--- config.mk ---
export PLATFORM = sky130hd
export DESIGN_NAME = snow64_bfloat16_fpu_arbiter
export DESIGN_NICKNAME = d
export VERILOG_FILES = /design/src/rtl/snow64_bfloat16_fpu_arbiter.sv
export SDC_FILE = /design/constraint.sdc
export NUM_CORES = 1
export LEC_CHECK = 0
export BUFFER_PORTS_ARGS = -buffer_cell sky130_fd_sc_hd__buf_2
export CORE_UTILIZATION = 25
export DETAILED_ROUTE_END_ITERATION = 10
export PLACE_DENSITY_LB_ADDON = 0.05
export RECOVER_POWER = 100
export REMOVE_ABC_BUFFERS = 1
export SYNTH_ARGS = -nofsm -noshare
export SYNTH_HDL_FRONTEND = slang
export SYNTH_SLANG_ARGS = --single-unit
--- constraint.sdc ---
create_clock -name clk -period 2.9 [get_ports clk]
set_clock_uncertainty 0.15 [all_clocks]
set_input_delay 0.29 -clock clk [delete_from_list [all_inputs] [get_ports clk]]
set_output_delay 0.29 -clock clk [all_outputs]
set_load 0.1 [all_outputs]
--- src/rtl/snow64_bfloat16_fpu_arbiter.sv ---
// snow64_bfloat16_fpu_arbiter: round-robin sharing of one Snow64BFloat16Fpu among NUM_REQ requesters.
// Define SNOW64_BFLOAT16_FPU_ARBITER_TIMEOUT_EN to add the WAIT watchdog and the resp_timeout port.
module snow64_bfloat16_fpu_arbiter #(
   parameter int NUM_REQ = 4,
   parameter int TIMEOUT_CYCLES = 64
) (
   input  logic                    clk,
   input  logic                    rst,
   input  logic [NUM_REQ-1:0]      req_valid,
   output logic [NUM_REQ-1:0]      req_ready,
   input  logic [NUM_REQ*3-1:0]    req_oper,
   input  logic [NUM_REQ*16-1:0]   req_a,
   input  logic [NUM_REQ*16-1:0]   req_b,
   output logic [NUM_REQ-1:0]      resp_valid,
   output logic [15:0]             resp_data,
`ifdef SNOW64_BFLOAT16_FPU_ARBITER_TIMEOUT_EN
   output logic                    resp_timeout,
`endif
   output logic                    busy,
   output logic                    fpu_start,
   output logic [2:0]              fpu_oper,
   output logic [15:0]             fpu_a,
   output logic [15:0]             fpu_b,
   input  logic                    fpu_data_valid,
   input  logic                    fpu_can_accept_cmd,
   input  logic [15:0]             fpu_data
);
   localparam int IW = $clog2(NUM_REQ);
   typedef enum logic [1:0] {IDLE, ISSUE, WAIT, RESP} state_t;
   state_t state;
   logic [IW-1:0] ptr, id, win;
   logic [2:0] win_oper;
   if (NUM_REQ < 2 || NUM_REQ > 8 || TIMEOUT_CYCLES < 1) begin : g_bad_param
      $error("snow64_bfloat16_fpu_arbiter: parameter out of range");
   end
`ifdef SNOW64_BFLOAT16_FPU_ARBITER_TIMEOUT_EN
   localparam int CW = $clog2(TIMEOUT_CYCLES + 1);
   logic [CW-1:0] cnt;
`endif
   // descending scan so the nearest requester at or after ptr wins
   always_comb begin
      win = ptr;
      for (int k = NUM_REQ - 1; k >= 0; k--)
         if (req_valid[(int'(ptr) + k) % NUM_REQ]) win = IW'((int'(ptr) + k) % NUM_REQ);
      req_ready = (state == IDLE && |req_valid) ? NUM_REQ'(1) << win : '0;
      win_oper = req_oper[win*3 +: 3];
   end
   // fpu_start is registered, so ISSUE raises it from the ready level seen one cycle earlier
   always_ff @(posedge clk) begin
      if (rst) begin
         state <= IDLE;
         ptr <= '0;
         id <= '0;
         fpu_start <= 1'b0;
         fpu_oper <= '0;
         fpu_a <= '0;
         fpu_b <= '0;
         resp_valid <= '0;
         resp_data <= '0;
         busy <= 1'b0;
`ifdef SNOW64_BFLOAT16_FPU_ARBITER_TIMEOUT_EN
         resp_timeout <= 1'b0;
         cnt <= '0;
`endif
      end else begin
         fpu_start <= 1'b0;
         resp_valid <= '0;
`ifdef SNOW64_BFLOAT16_FPU_ARBITER_TIMEOUT_EN
         resp_timeout <= 1'b0;
`endif
         case (state)
            IDLE: if (|req_valid) begin
               id <= win;
               fpu_oper <= win_oper;
               fpu_a <= req_a[win*16 +: 16];
               fpu_b <= req_b[win*16 +: 16];
               ptr <= (int'(win) == NUM_REQ - 1) ? '0 : win + 1'b1;
               busy <= 1'b1;
               if (&win_oper[2:1]) begin
                  resp_data <= '0;
                  resp_valid <= req_ready;
                  state <= RESP;
               end else begin
                  fpu_start <= fpu_can_accept_cmd;
                  state <= ISSUE;
               end
            end
            ISSUE: if (fpu_start) begin
               state <= WAIT;
`ifdef SNOW64_BFLOAT16_FPU_ARBITER_TIMEOUT_EN
               cnt <= '0;
`endif
            end else fpu_start <= fpu_can_accept_cmd;
            WAIT: if (fpu_data_valid) begin
               resp_data <= fpu_data;
               resp_valid <= NUM_REQ'(1) << id;
               state <= RESP;
            end
`ifdef SNOW64_BFLOAT16_FPU_ARBITER_TIMEOUT_EN
            else if (cnt == CW'(TIMEOUT_CYCLES - 1)) begin
               resp_data <= '0;
               resp_valid <= NUM_REQ'(1) << id;
               resp_timeout <= 1'b1;
               state <= RESP;
            end else cnt <= cnt + 1'b1;
`endif
            RESP: begin
               busy <= 1'b0;
               state <= IDLE;
            end
            default: state <= IDLE;
         endcase
      end
   end
endmodule

==> results of run 1 <==
## registers in the layout, summed over array words and instances (netlist names)
name / count
resp_valid: 4
id: 2
ptr: 2
state: 2
fpu_b: 16
fpu_oper: 3
fpu_a: 16
busy: 1
resp_data: 16
fpu_start: 1
## logic make-up after synthesis
group,synth area share
AO/OA/AOI/OAI,0.1391
adder cells (fa/ha/maj),0.02913
buffers and inverters,0.05499
flip-flops,0.3671
AND/OR/NAND/NOR,0.4097
## path summary, 6_finish.rpt
| kind | start | to | slack [ns] | depth (start not counted) |
|---|---|---|---|---|
| worst min-delay path | fpu_data[9] | resp_data[9]$_SDFFE_PP0P_ | 0.02 | 2 |
| worst min register to register | fpu_a[1]$_SDFFE_PP0P_ | fpu_a[1]$_SDFFE_PP0P_ | 0.30 | 2 |
| worst max register to register | ptr[1]$_SDFFE_PP0P_ | resp_data[15]$_SDFFE_PP0P_ | 0.20 | 10 |
| worst max-delay path | ptr[1]$_SDFFE_PP0P_ | req_ready[2] | 0.12 | 8 |
## what timing repair did
| action | CTS | global route |
|---|---|---|
| endpoints found under the setup margin | 4 | 4 |
| pin swaps | 0 | 0 |
| resized for setup | 4 | 3 |
## metal layers
metal,global-route usage,up-vias,routed length [um]
met4,0.06566,0,260
li1,-,2151,-
met3,0.03352,18,779
met1,0.2041,1886,5246
met2,0.3078,152,6081
met5,0,-,0
## critical path, cell delays in order (launching register included)
cell and delay (ns):
sky130_fd_sc_hd__dfxtp_1 0.35, sky130_fd_sc_hd__and3b_1 0.19, sky130_fd_sc_hd__or4_1 0.47, sky130_fd_sc_hd__and2_4 0.19
sky130_fd_sc_hd__inv_6 0.08, sky130_fd_sc_hd__buf_12 0.19, sky130_fd_sc_hd__ha_1 0.16, sky130_fd_sc_hd__and2_1 0.18
sky130_fd_sc_hd__buf_12 0.19
## power groups by stage
stage	Sequential [mW]	Combinational (mW)	Clock [mW]
2_1_floorplan	3.05	1.60	0
3_3_place_gp	1.32	4.44	0
3_5_place_dp	1.32	4.44	0
4_1_cts	1.31	4.48	1.19
5_1_grt	1.36	4.62	1.23
6_report	1.31	4.27	1.16
## area by class of cell
type	instances	area, um^2
inverter	6	27.53
fill	1519	8330
sequential	63	1261
timing repair buffer	238	1205
clock inverter	7	97.59
tap	176	220.2
antenna	1	2.502
clock buffer	9	225.2
multi-input combinational	405	1978
## synth_stat cells, types with 4 or more instances
master,n,share of area
sky130_fd_sc_hd__o21ai_0,4,0.0058
sky130_fd_sc_hd__nand2_1,181,0.20
sky130_fd_sc_hd__inv_1,4,0.0044
sky130_fd_sc_hd__and2_1,6,0.011
sky130_fd_sc_hd__nor2_1,17,0.019
sky130_fd_sc_hd__dfxtp_1,63,0.37
sky130_fd_sc_hd__nor2b_1,5,0.0091
sky130_fd_sc_hd__nand3_1,99,0.14
sky130_fd_sc_hd__clkbuf_1,33,0.036
sky130_fd_sc_hd__nor3_1,5,0.0073
sky130_fd_sc_hd__a21oi_1,45,0.066
sky130_fd_sc_hd__a22o_1,16,0.041
sky130_fd_sc_hd__ha_1,8,0.029
## cell usage in the layout (no fill, tap or decap), types with 3 or more instances in the layout
cell / Yosys / final
sky130_fd_sc_hd__dfxtp_1: 63 / 63
sky130_fd_sc_hd__buf_4: 1 / 9
sky130_fd_sc_hd__a21oi_1: 45 / 45
sky130_fd_sc_hd__buf_2: 0 / 163
sky130_fd_sc_hd__o21ai_0: 4 / 4
sky130_fd_sc_hd__nor2b_1: 5 / 5
sky130_fd_sc_hd__clkbuf_16: 0 / 9
sky130_fd_sc_hd__nor3_1: 5 / 5
sky130_fd_sc_hd__ha_1: 8 / 8
sky130_fd_sc_hd__nand3_1: 99 / 99
sky130_fd_sc_hd__buf_6: 2 / 3
sky130_fd_sc_hd__and2_1: 6 / 3
sky130_fd_sc_hd__clkbuf_1: 33 / 58
sky130_fd_sc_hd__nand2_1: 181 / 181
sky130_fd_sc_hd__buf_12: 0 / 3
sky130_fd_sc_hd__a22o_1: 16 / 16
sky130_fd_sc_hd__inv_1: 4 / 4
sky130_fd_sc_hd__nor2_1: 17 / 16
## per-stage QoR
step	utilization	power [mW]	hold slack, ns	TNS (ns)	setup WS [ns]
after floorplan	-	4.654	0.2091	-28.39	-1.073
after global placement	0.3600	5.754	0.2909	0	0.1303
after detailed placement	0.3600	5.767	0.2939	0	0.09103
after CTS	0.3854	6.980	0.01057	0	0.01359
after global routing	0.3759	7.200	0.02448	0	0.02104
final	0.3759	6.741	0.02243	0	0.1232
==> summary by stage, run 1 <==
Clocking
The master cell of the clock root buffer is sky130_fd_sc_hd__clkbuf_16. The CTS tree is done. The longest clock path from root to sink contains 2 buffers. The buffer count from post-CTS setup fixing is 0. The number of clock buffers added by TritonCTS is 9. The quantity of hold-fixing buffers added after cts is 0. The clock net in this run drives a total of 63 sinks. The later pin in the worst-skew pair is clocked with a latency of roughly 0.32 ns. The CTS clock-pin slew for the worst setup and hold paths is around 0.060 ns. The level count of the clock H-tree is 3.

Yosys
The Yosys step of the flow raised 0 warnings. The area of the mapped netlist is between 0.003 and 0.004 mm^2. Of all flip-flops after synthesis, the portion carrying an async set or reset was 0.

The most frequently used flop master after synthesis is sky130_fd_sc_hd__dfxtp_1. The synthesized area per cell is around 6.7 um^2. In the synthesized netlist, the number of instances is 512. The fraction of the yosys area taken by sequential cells is 0.3671. Counting flops and latches in the post-synthesis netlist gives 63. The number of enable flip-flop cells after synthesis is 0.

Synthesis instantiated 33 different standard cells from the library.

Power and ir drop
The cell-internal power is roughly 2.8 mW. Dividing total power by cell area gives a power density of 1343 mW/mm^2. The part of the total power dissipated in sequential elements is 0.194.

The share of total power dissipated in the clock network is 0.172. Summed over all cells, the static leakage comes to 2.338 nW. The fraction of power spent switching nets is 0.5852.

Summed over all nets, the switching power comes to between 3 and 4 mW. The worst-case IR drop observed on VDD is 0.4496 mV. The share of total power dissipated in combinational logic is 0.634.

Hold path
The path class of the tightest hold or removal check is input port to register.

Setup path
The required time at the endpoint of the critical path is approximately 2.5 ns. The critical path data arrival time is 2.34 ns. STA classifies the critical path startpoint as a register. In this run the worst path has a maximum fanout of 37.

The worst setup path is of the register to output port kind. The endpoint class of the critical path is an output port.

STA
The count of endpoints failing hold in the final timing report came to 0. Setup violations remaining at the end of the flow were counted as 0. The transition at the pin with the smallest max-transition slack is around 1.2 ns. The fraction of the cycle the final worst path needs is 0.9575.

For this run, the top clock speed supported by timing is 360.1 MHz. The worst-case headroom to the max-slew limit is 0.1766. The number of pins with negative max-slew slack in the final report came to 0. The minimum period implied by the final worst setup slack is roughly 2.8 ns.

Setup repair after global routing left no endpoint under its margin.

Placement
The port buffer count is approximately 220. The placement-stage cell area is 0.004805 mm^2. The weighted congestion at the end of routability-driven global placement is ~0.83.

The placed instance count is 888. After legalization and detailed placement, the total HPWL measured around 9500 um.

Floorplanning
The placeable core region is 0.01335 mm^2. In this run the horizontal extent of the chip is between 100 and 150 um. The number of I/O pins is between 200 and 250. The initial core utilization is 0.2574. The floorplan die area is between 0.01 and 0.015 mm^2. The number of placement rows is 42. In this run the vertical extent of the chip is between 100 and 150 um.

Route
Summing over every cut layer, the via total after detailed routing is approximately 4200. The final routed DRC violation total is 0. For this run, the detailed router's first-pass iteration total came to 6. The average vias per placed instance is about 4.6. After the first detailed-routing iteration, the DRC count stood at between 150 and 200. In this run the remaining antenna-violating nets after routing total 0. Wires add up to between 10000 and 15000 um.

The routed length per placed instance is approximately 14 um.

Final layout
In the final layout, the share of cells above drive strength 1 is 0.2775. After routing the design area is 0.005017 mm^2. The finished layout holds around 910 standard cells, fillers aside. The relative area change from synthesis to final layout is 46.03%.

The count of nets after finishing is 895.

Global route
After global routing the overflow that remains totals 0. In the global route stage, overall resource usage came out at 0.1733. The global-route wire length before repair is about 20000 um. The number of antenna violations at the first check in global routing is 1. The largest net degree at the start of global routing is 53. The number of global-route vias before repair is ~4100.

Run status
The flow ran to the end, and the final reports show no timing, DRC or antenna violations.

Run
The tool flagged a number of max-cap violations equal to 0.
Power figures use the tool's default switching activity.
==> inputs of run 2 (changes only) <==
--- a/config.mk
+++ b/config.mk
@@ -7,4 +7,5 @@
 export LEC_CHECK = 0
 export BUFFER_PORTS_ARGS = -buffer_cell sky130_fd_sc_hd__buf_2
+export CORE_ASPECT_RATIO = 1.2
 export CORE_UTILIZATION = 25
 export DETAILED_ROUTE_END_ITERATION = 10
--- a/constraint.sdc
+++ b/constraint.sdc
@@ -3,3 +3,3 @@
 set_input_delay 0.29 -clock clk [delete_from_list [all_inputs] [get_ports clk]]
 set_output_delay 0.29 -clock clk [all_outputs]
-set_load 0.1 [all_outputs]
+set_load 0.02 [all_outputs]
==> run 2 against run 1 <==
Effect of this change: count of clock-buffer cells in the layout grew 4; largest power group unchanged; highest routed layer unchanged; non-clock buffer count grew 3; core utilization grew 0.22 points.
==> summary by stage, run 2 (synthesis gave the netlist of run 1 again) <==
Setup path
The maximum fanout along the worst path is 34 (-8.1%). The reg2reg setup slack is 0.15 ns (-0.05 ns). The critical path data arrival time is 2.33 ns (about the same). The endpoint identified for the worst register-to-register timing path is resp_data[4]$_SDFFE_PP0P_. The number of cells on the worst reg-to-reg path is 11 (+1). The reg-to-reg startpoint is ptr[1]$_SDFFE_PP0P_. The endpoint class of the critical path is an output port.

The number of buffer and inverter instances along the worst setup path is 3 (unchanged). The delay of the slowest cell on the worst path is 0.46 ns (about the same). The required time at the endpoint of the critical path is 2.46 ns (about the same). The critical path startpoint category is a register. The slowest cell on the critical path is sky130_fd_sc_hd__or4_1.

The critical path in this run is classified as register to output port. The cell type group with the largest total delay on the critical path is simple AND/OR/NAND/NOR gates. Traced cell by cell, the critical path runs through and3b_1, or4_1, and2_2, inv_6, buf_8, ha_1, and2_1, buf_2.

Global route
The global-route wire length before repair is 19240 um (-2.1%). The global-route usage over all layers is 0.1767 (+0.003391). The met3 usage is 0.05010 (+0.01657).

met2 is the most crowded layer. The routing usage on met2 came to 0.3130 (+0.005209). The global-route track usage on met1 is 0.2001 (-0.003997). The largest net degree at the start of global routing is 73 (+38%). The number of antenna violations at the first check in global routing is 0 (-1).

The overall overflow remaining after global route is 0 (unchanged). The number of global-route vias before repair is 3869 (-5.8%).

STA
The number of endpoints failing setup at the final stage is 0 (unchanged). The accumulated negative setup slack was 0 ns (unchanged). The worst-case headroom to the max-slew limit came to 0.4149 (+0.2383). The fraction of the cycle the final worst path needs is 0.9549 (-0.002608). The number of pins with negative max-slew slack in the final report came to 0 (unchanged). The minimum period implied by the final worst setup slack is 2.769 ns (-0.007562 ns). The highest clock frequency the design can meet is 361.1 MHz (+0.27%). Setup repair after global routing left no endpoint under its margin. The transition at the pin with the smallest max-transition slack came to 0.8776 ns (-0.3628 ns).

The count of endpoints failing hold in the final timing report is 0 (unchanged).

Run
The count of max-cap constraint violations is 0 (unchanged).

Floorplanning
The number of I/O pins was 225 (unchanged). The placeable core region is 0.01330 mm^2 (-0.39%). The height of the chip is 130.4 um (+9.4%).

The horizontal die dimension is 109.0 um (-8.6%). The floorplan die area is 0.01422 mm^2 (about the same). The number of placement rows is 46 (+9.5%). The initial core utilization is 0.2584 (+0.001017).

Hold path
The worst hold path terminates at resp_data[9]$_SDFFE_PP0P_. The number of cells on the worst hold path is 2 (unchanged). The launch point of the worst hold path is fpu_data[9]. The class of the worst hold path is input port to register.

Route
The remaining antenna violation count after routing came to 0 (unchanged). The number of DRC violations after detailed-routing iteration 0 is 155 (-16%). The total number of vias is 4197 (-0.24%). The final wirelength is 12680 um (+2.5%). The final routed DRC violation total came to 0 (unchanged). The total iterations of the first detailed-routing run came to 4 (-2). The routed length per placed instance is 14.10 um (+3.2%). The average vias per placed instance is 4.669 (+0.43%).

Final layout
Compared with the post-synthesis result, the final layout area differs by 46.32%. The most frequent standard cell in the layout excluding fill and tap cells is sky130_fd_sc_hd__nand2_1. The total area of multi-input combinational cells is 0.002012 mm^2 (+1.7%). The number of fillers in the final layout is 1486 (-2.2%).

Leaving out fill and tap cells, the most frequent cells in the layout are sky130_fd_sc_hd__nand2_1 (181), sky130_fd_sc_hd__buf_2 (166), sky130_fd_sc_hd__nand3_1 (99). The number of inserted diodes is 0 (-1). The core occupancy in the finished layout is 0.3781 (+0.002238).

The fraction of final layout cells with drive strength greater than 1 was 0.2845 (+0.007069). The count of nets after finishing is 898 (+0.34%). The total area of sequential cells came to 0.001261 mm^2 (unchanged). In the final layout, the registers with the most flip-flops are fpu_a: 16 flops, fpu_b: 16 flops, resp_data: 16 flops.

Placement
The port buffer count is 224 (unchanged). The half-perimeter wire length after detailed placement is 9310 um (-2.0%). The weighted congestion at the end of routability-driven global placement was 0.7723 (-7.3%).

Run status
The run finished with clean final reports.

Power and ir drop
The total power is 5.193 mW (-23%). The leakage component of the power came to 2.370 nW (+1.4%). The highest ir drop seen on vdd is 0.4186 mV (-6.9%). The power density normalized to cell area is 1033 mW/mm^2 (-23%).

Clocking
The level count of the clock H-tree is 3 (unchanged). The CTS clock-pin slew for the worst setup and hold paths is 0.06 ns (about the same). The clock insertion delay at the later pin of the skew report was 0.33 ns (about the same). The total clock sinks is 63 (unchanged).

The tree is rooted in a sky130_fd_sc_hd__clkbuf_16. The CTS tree is done. The CTS buffer count is 9 (unchanged).

The buffer levels on the longest clock path is 2 (unchanged). The quantity of hold-fixing buffers added after cts was 0 (unchanged).
[run 2: cell types whose count changed in the layout (fill, tap and decap cells not counted), moves of 2 or more]
cell,delta
sky130_fd_sc_hd__clkbuf_8,+3
sky130_fd_sc_hd__buf_6,-2
sky130_fd_sc_hd__and2_4,-2
sky130_fd_sc_hd__a32o_1,-2
sky130_fd_sc_hd__buf_2,+3
sky130_fd_sc_hd__clkbuf_2,+2
sky130_fd_sc_hd__a32o_2,+2
sky130_fd_sc_hd__clkinv_4,-2
sky130_fd_sc_hd__clkinvlp_4,-2
[run 2: through the flow]
step	area, um^2	instances	worst slack [ns]	hold WS (ns)
final	5027	899	0.1308	0.01594
after global routing	5027	899	0.002064	0.005644
after CTS	5089	898	0.04447	0.001861
after detailed placement	4755	881	-0.2027	0.2935
after global placement	4755	881	-0.06773	0.2906
after floorplan	3274	474	-1.072	0.2091
[run 2: report_power, final]
| part | total, mW | switching, mW | internal [mW] |
|---|---|---|---|
| Clock | 1.12 | 0.391 | 0.733 |
| Sequential | 1.31 | 0.157 | 1.15 |
| Combinational | 2.76 | 1.84 | 0.919 |
| Total | 5.19 | 2.39 | 2.80 |
[run 2: timing repair]
| item | CTS | global route |
|---|---|---|
| setup buffers | 1 | 0 |
| pin swaps | 0 | 0 |
| endpoints found under the setup margin | 18 | 18 |
| resized for setup | 1 | 11 |
| cloned | 0 | 1 |
[run 2: routing by layer]
layer,up-vias,wire length (um)
li1,2146,-
met1,1859,5136
met2,177,6268
met3,15,1068
met4,0,203
met5,-,0
[run 2: layout make-up]
| type | count | share of cell area |
|---|---|---|
| inverter | 6 | 0.005475 |
| tap | 168 | 0.04181 |
| sequential | 63 | 0.2509 |
| timing repair buffer | 241 | 0.2399 |
| clock inverter | 3 | 0.007964 |
| multi-input combinational | 405 | 0.4002 |
| clock buffer | 13 | 0.05376 |
[run 2: worst max path at each step]
stage,startpoint,to,depth (start not counted)
after floorplan,ptr[1]$_SDFFE_PP0P_,resp_data[0]$_SDFFE_PP0P_,9
after global placement,req_valid[3],resp_data[8]$_SDFFE_PP0P_,10
after detailed placement,req_valid[3],resp_data[7]$_SDFFE_PP0P_,10
after CTS,ptr[1]$_SDFFE_PP0P_,resp_data[7]$_SDFFE_PP0P_,11
after global routing,ptr[0]$_SDFFE_PP0P_,req_ready[3],8
final,ptr[1]$_SDFFE_PP0P_,req_ready[2],8
==> inputs of run 3 (changes only) <==
Settings changed: ABC_AREA from default to 1.
==> run 3 against run 2 <==
Effect of this change: core utilization down 1.6 points; via count up 6.9%; final area up 8.6%; critical path type unchanged; flip-flop and latch count unchanged; sequential power about the same; highest routed layer unchanged; count of clock-buffer cells in the layout down 4; worst hold slack better by 0.059 ns; worst setup slack better by 0.051 ns.
==> summary by stage, run 3 <==
Run status
The flow ran to the end, and the final reports show no timing, DRC or antenna violations.

Yosys
The post-synthesis cell count came to 533 (+4.1%). The total of flip-flops plus latches after synthesis is 63 (unchanged). The proportion of synthesized flip-flops having asynchronous set or reset was 0 (unchanged). The number of enable flip-flop cells after synthesis was 0 (unchanged). The synthesis warning total is 0 (unchanged). The synthesized area per cell is 7.298 um^2 (+8.8%). The count of cell types in the netlist is 30 (-9.1%). The area share of the leading cell type in the synthesized netlist is 0.3242 (-0.04286). The area of the mapped netlist is 0.003890 mm^2 (+13%). In the post-synthesis netlist, the cell with the most instances is sky130_fd_sc_hd__nor2_1. Sorting the synthesized cells by area gives the leading types as sky130_fd_sc_hd__dfxtp_1 (32%), sky130_fd_sc_hd__o21ai_0 (9.0%), sky130_fd_sc_hd__o221ai_1 (7.4%), sky130_fd_sc_hd__nor2_1 (7.2%), sky130_fd_sc_hd__o211ai_1 (6.8%). Of all cell types, the one taking the most synthesized area is sky130_fd_sc_hd__dfxtp_1. Sorting the synthesized cells by how often they occur yields sky130_fd_sc_hd__nor2_1 (75), sky130_fd_sc_hd__o21ai_0 (70), sky130_fd_sc_hd__dfxtp_1 (63). For this run, the leading register cell type out of synthesis is sky130_fd_sc_hd__dfxtp_1. The fraction of the yosys area taken by sequential cells is 0.3242 (-0.04286).

Placement
The half-perimeter wire length after detailed placement came to 10120 um (+8.7%). The placement-stage cell area came to 0.005152 mm^2 (+8.4%). The port buffer count is 224 (unchanged). The weighted congestion at the end of routability-driven global placement is 0.7679 (-0.57%).

Route
The total iterations of the first detailed-routing run was 5 (+1). The final wirelength was 13770 um (+8.7%). The number of DRC violations after detailed-routing iteration 0 is 189 (+22%). The routed length per placed instance is 14.47 um (+2.6%). The final routed DRC violation total is 0 (unchanged).

The total number of vias is 4488 (+6.9%). The remaining antenna violation count after routing is 0 (unchanged). The average vias per placed instance is 4.714 (+0.98%).

Global route
The global-route wire length before repair is 21350 um (+11%). The largest net degree at the start of global routing is 45 (-38%). The number of global-route vias before repair came to 4364 (+13%). The overall overflow remaining after global route is 0 (unchanged). The number of antenna violations at the first check in global routing was 0 (unchanged). The global-route usage over all layers is 0.1696 (-0.007080).

Clocking
TritonCTS built the clock tree. The level count of the clock H-tree is 3 (unchanged). The quantity of hold-fixing buffers added after cts is 0 (unchanged). The CTS clock-pin slew for the worst setup and hold paths is 0.06 ns (about the same). The clock insertion delay at the later pin of the skew report is 0.34 ns (about the same). The CTS buffer count was 9 (unchanged). The buffer levels on the longest clock path is 2 (unchanged). The total clock sinks is 63 (unchanged). The tree is rooted in a sky130_fd_sc_hd__clkbuf_16.

STA
The fraction of the cycle the final worst path needs is 0.9374 (-0.01752). The highest clock frequency the design can meet was 367.9 MHz (+1.9%). The count of endpoints failing hold in the final timing report is 0 (unchanged).

The number of pins with negative max-slew slack in the final report was 0 (unchanged). The number of endpoints failing setup at the final stage is 0 (unchanged). The minimum period implied by the final worst setup slack is 2.718 ns (-0.05081 ns). The worst-case headroom to the max-slew limit came to 0.5538 (+0.1389). The worst hold slack is 0.07535 ns (+0.05941 ns).

The transition at the pin with the smallest max-transition slack was 0.6693 ns (-0.2084 ns).

Setup path
The slowest cell on the critical path is sky130_fd_sc_hd__dfxtp_4. Counting stages on the worst path, the most repeated cell is sky130_fd_sc_hd__nand2_1. The class of the most critical setup path is register to output port. The reg2reg setup slack is 0.36 ns (+0.21 ns). The required time at the endpoint of the critical path came to 2.46 ns (about the same).

The worst setup path is launched from a register. The maximum fanout along the worst path is 14 (-59%). The number of buffer and inverter instances along the worst setup path came to 6 (+3).

The delay of the slowest cell on the worst path came to 0.39 ns (-0.07 ns). The signal on the critical path passes through inv_8, nand2_1, nand2_1, nand2_1, nand2_1, inv_2, nand3_1, nand2_1, nand2_1, nand2_4, inv_4, buf_8, ha_1, inv_1, nor2_2, buf_4. On the critical path the largest part of the delay comes from simple AND/OR/NAND/NOR gates. The critical path data arrival time is 2.28 ns (-0.05 ns).

The worst setup path is captured at an output port.

Floorplanning
The height of the chip was 138.6 um (+6.3%). The initial core utilization is 0.2579 (-0.0005000). The horizontal die dimension was 115.9 um (+6.3%). The floorplan die area was 0.01606 mm^2 (+13%).

The number of I/O pins came to 225 (unchanged). The number of placement rows is 49 (+6.5%). The placeable core region came to 0.01508 mm^2 (+13%).

Final layout
The library cell used most frequently in the layout, excluding fill and tap cells, is sky130_fd_sc_hd__buf_2. The largest registers in the layout are fpu_a: 16 flops, fpu_b: 16 flops, resp_data: 16 flops. The number of fillers in the final layout was 1663 (+12%). Leaving out fill and tap cells, the most frequent cells in the layout are sky130_fd_sc_hd__buf_2 (164), sky130_fd_sc_hd__nor2_1 (70), sky130_fd_sc_hd__o21ai_0 (70). The post-layout instance area is 0.005460 mm^2 (+8.6%). The count of nets after finishing is 915 (+1.9%). The relative area change from synthesis to final layout is 40.37%. The fraction of final layout cells with drive strength greater than 1 is 0.3382 (+0.05369). The number of inserted diodes was 0 (unchanged).

Power and ir drop
The power density normalized to cell area is 1235 mW/mm^2 (+20%). The highest ir drop seen on vdd was 0.3996 mV (-4.5%). The total power is 6.745 mW (+30%).

The leakage component of the power was 2.587 nW (+9.1%).

Hold path
The class of the worst hold path is input port to register.

Run
The count of max-cap constraint violations was 0 (unchanged).
==> run 3: cell count changes after synthesis, sizes merged, moves of 6 or more <==
| cell | delta |
|---|---|
| nand4 | +15 |
| nor2 | +58 |
| a21oi | -19 |
| a22o | -16 |
| buf | +11 |
| nand3 | -71 |
| o21ai | +65 |
| nand2 | -117 |
| inv | +63 |
| o221ai | +33 |
| clkbuf | -8 |
| and2 | -6 |
| o211ai | +35 |
==> run 3: per-layer routing <==
layer | vias up | track usage | wire length (um)
met4 | 0 | 0.06815 | 226
met2 | 182 | 0.2832 | 6558
met5 | - | 0 | 0
met1 | 2029 | 0.2047 | 6054
li1 | 2261 | - | -
met3 | 16 | 0.04283 | 934
==> run 3: worst paths after layout <==
path,end,depth (start not counted),from
setup / recovery,req_ready[2],16,ptr[0]$_SDFFE_PP0P_
hold / removal,resp_data[2]$_SDFFE_PP0P_,3,fpu_data[2]
setup reg to reg,fpu_b[15]$_SDFFE_PP0P_,9,state[1]$_SDFFE_PP0P_
hold reg to reg,resp_data[1]$_SDFFE_PP0P_,2,resp_data[1]$_SDFFE_PP0P_
==> run 3: layout make-up <==
cell class | instances | area [um^2] | area share
multi-input combinational | 359 | 2167 | 0.3969
sequential | 63 | 1266 | 0.2319
timing repair buffer | 240 | 1225 | 0.2243
inverter | 70 | 272.8 | 0.04995
tap | 204 | 255.2 | 0.04675
clock buffer | 9 | 225.2 | 0.04125
clock inverter | 7 | 48.80 | 0.008937
==> run 3: worst register-to-register path, cell delays in order, from the launching register on <==
cell and delay [ns]:
sky130_fd_sc_hd__dfxtp_1 0.34, sky130_fd_sc_hd__inv_1 0.09, sky130_fd_sc_hd__ha_1 0.29, sky130_fd_sc_hd__inv_1 0.11, sky130_fd_sc_hd__nor2_4 0.10, sky130_fd_sc_hd__buf_4 0.25
sky130_fd_sc_hd__clkbuf_2 0.57, sky130_fd_sc_hd__o221ai_1 0.31, sky130_fd_sc_hd__o211ai_1 0.14, sky130_fd_sc_hd__inv_1 0.06
==> run 3: per-stage QoR <==
| step | utilization | std cells | worst slack, ns | setup TNS (ns) |
|---|---|---|---|---|
| 2_1_floorplan | - | 492 | -1.807 | -53.43 |
| 3_3_place_gp | 0.3416 | 932 | 0.009904 | 0 |
| 3_5_place_dp | 0.3416 | 932 | 0.006203 | 0 |
| 4_1_cts | 0.3610 | 949 | 0.03086 | 0 |
| 5_1_grt | 0.3620 | 952 | -0.01215 | -0.02056 |
| 6_report | 0.3620 | 952 | 0.1816 | 0 |
==> run 3: what timing repair did <==
action                     in CTS  in global routing
buffers inserted                1                  2
pin swaps                       1                  1
setup endpoints to repair       4                 10
gates resized for setup         4                 13
cloned                          0                  1
==> run 3: cells by family after synthesis <==
group | share of synthesized area
simple gates | 0.2470
compound gates | 0.2792
buf+inv | 0.1238
flops | 0.3242
fa+ha+maj | 0.02573
==> run 3: report_power, final <==
part | internal, mW | total, mW | switching [mW]
combinational | 1.45 | 4.42 | 2.97
clock | 0.579 | 1.01 | 0.431
sequential | 1.14 | 1.32 | 0.172
total | 3.17 | 6.74 | 3.57
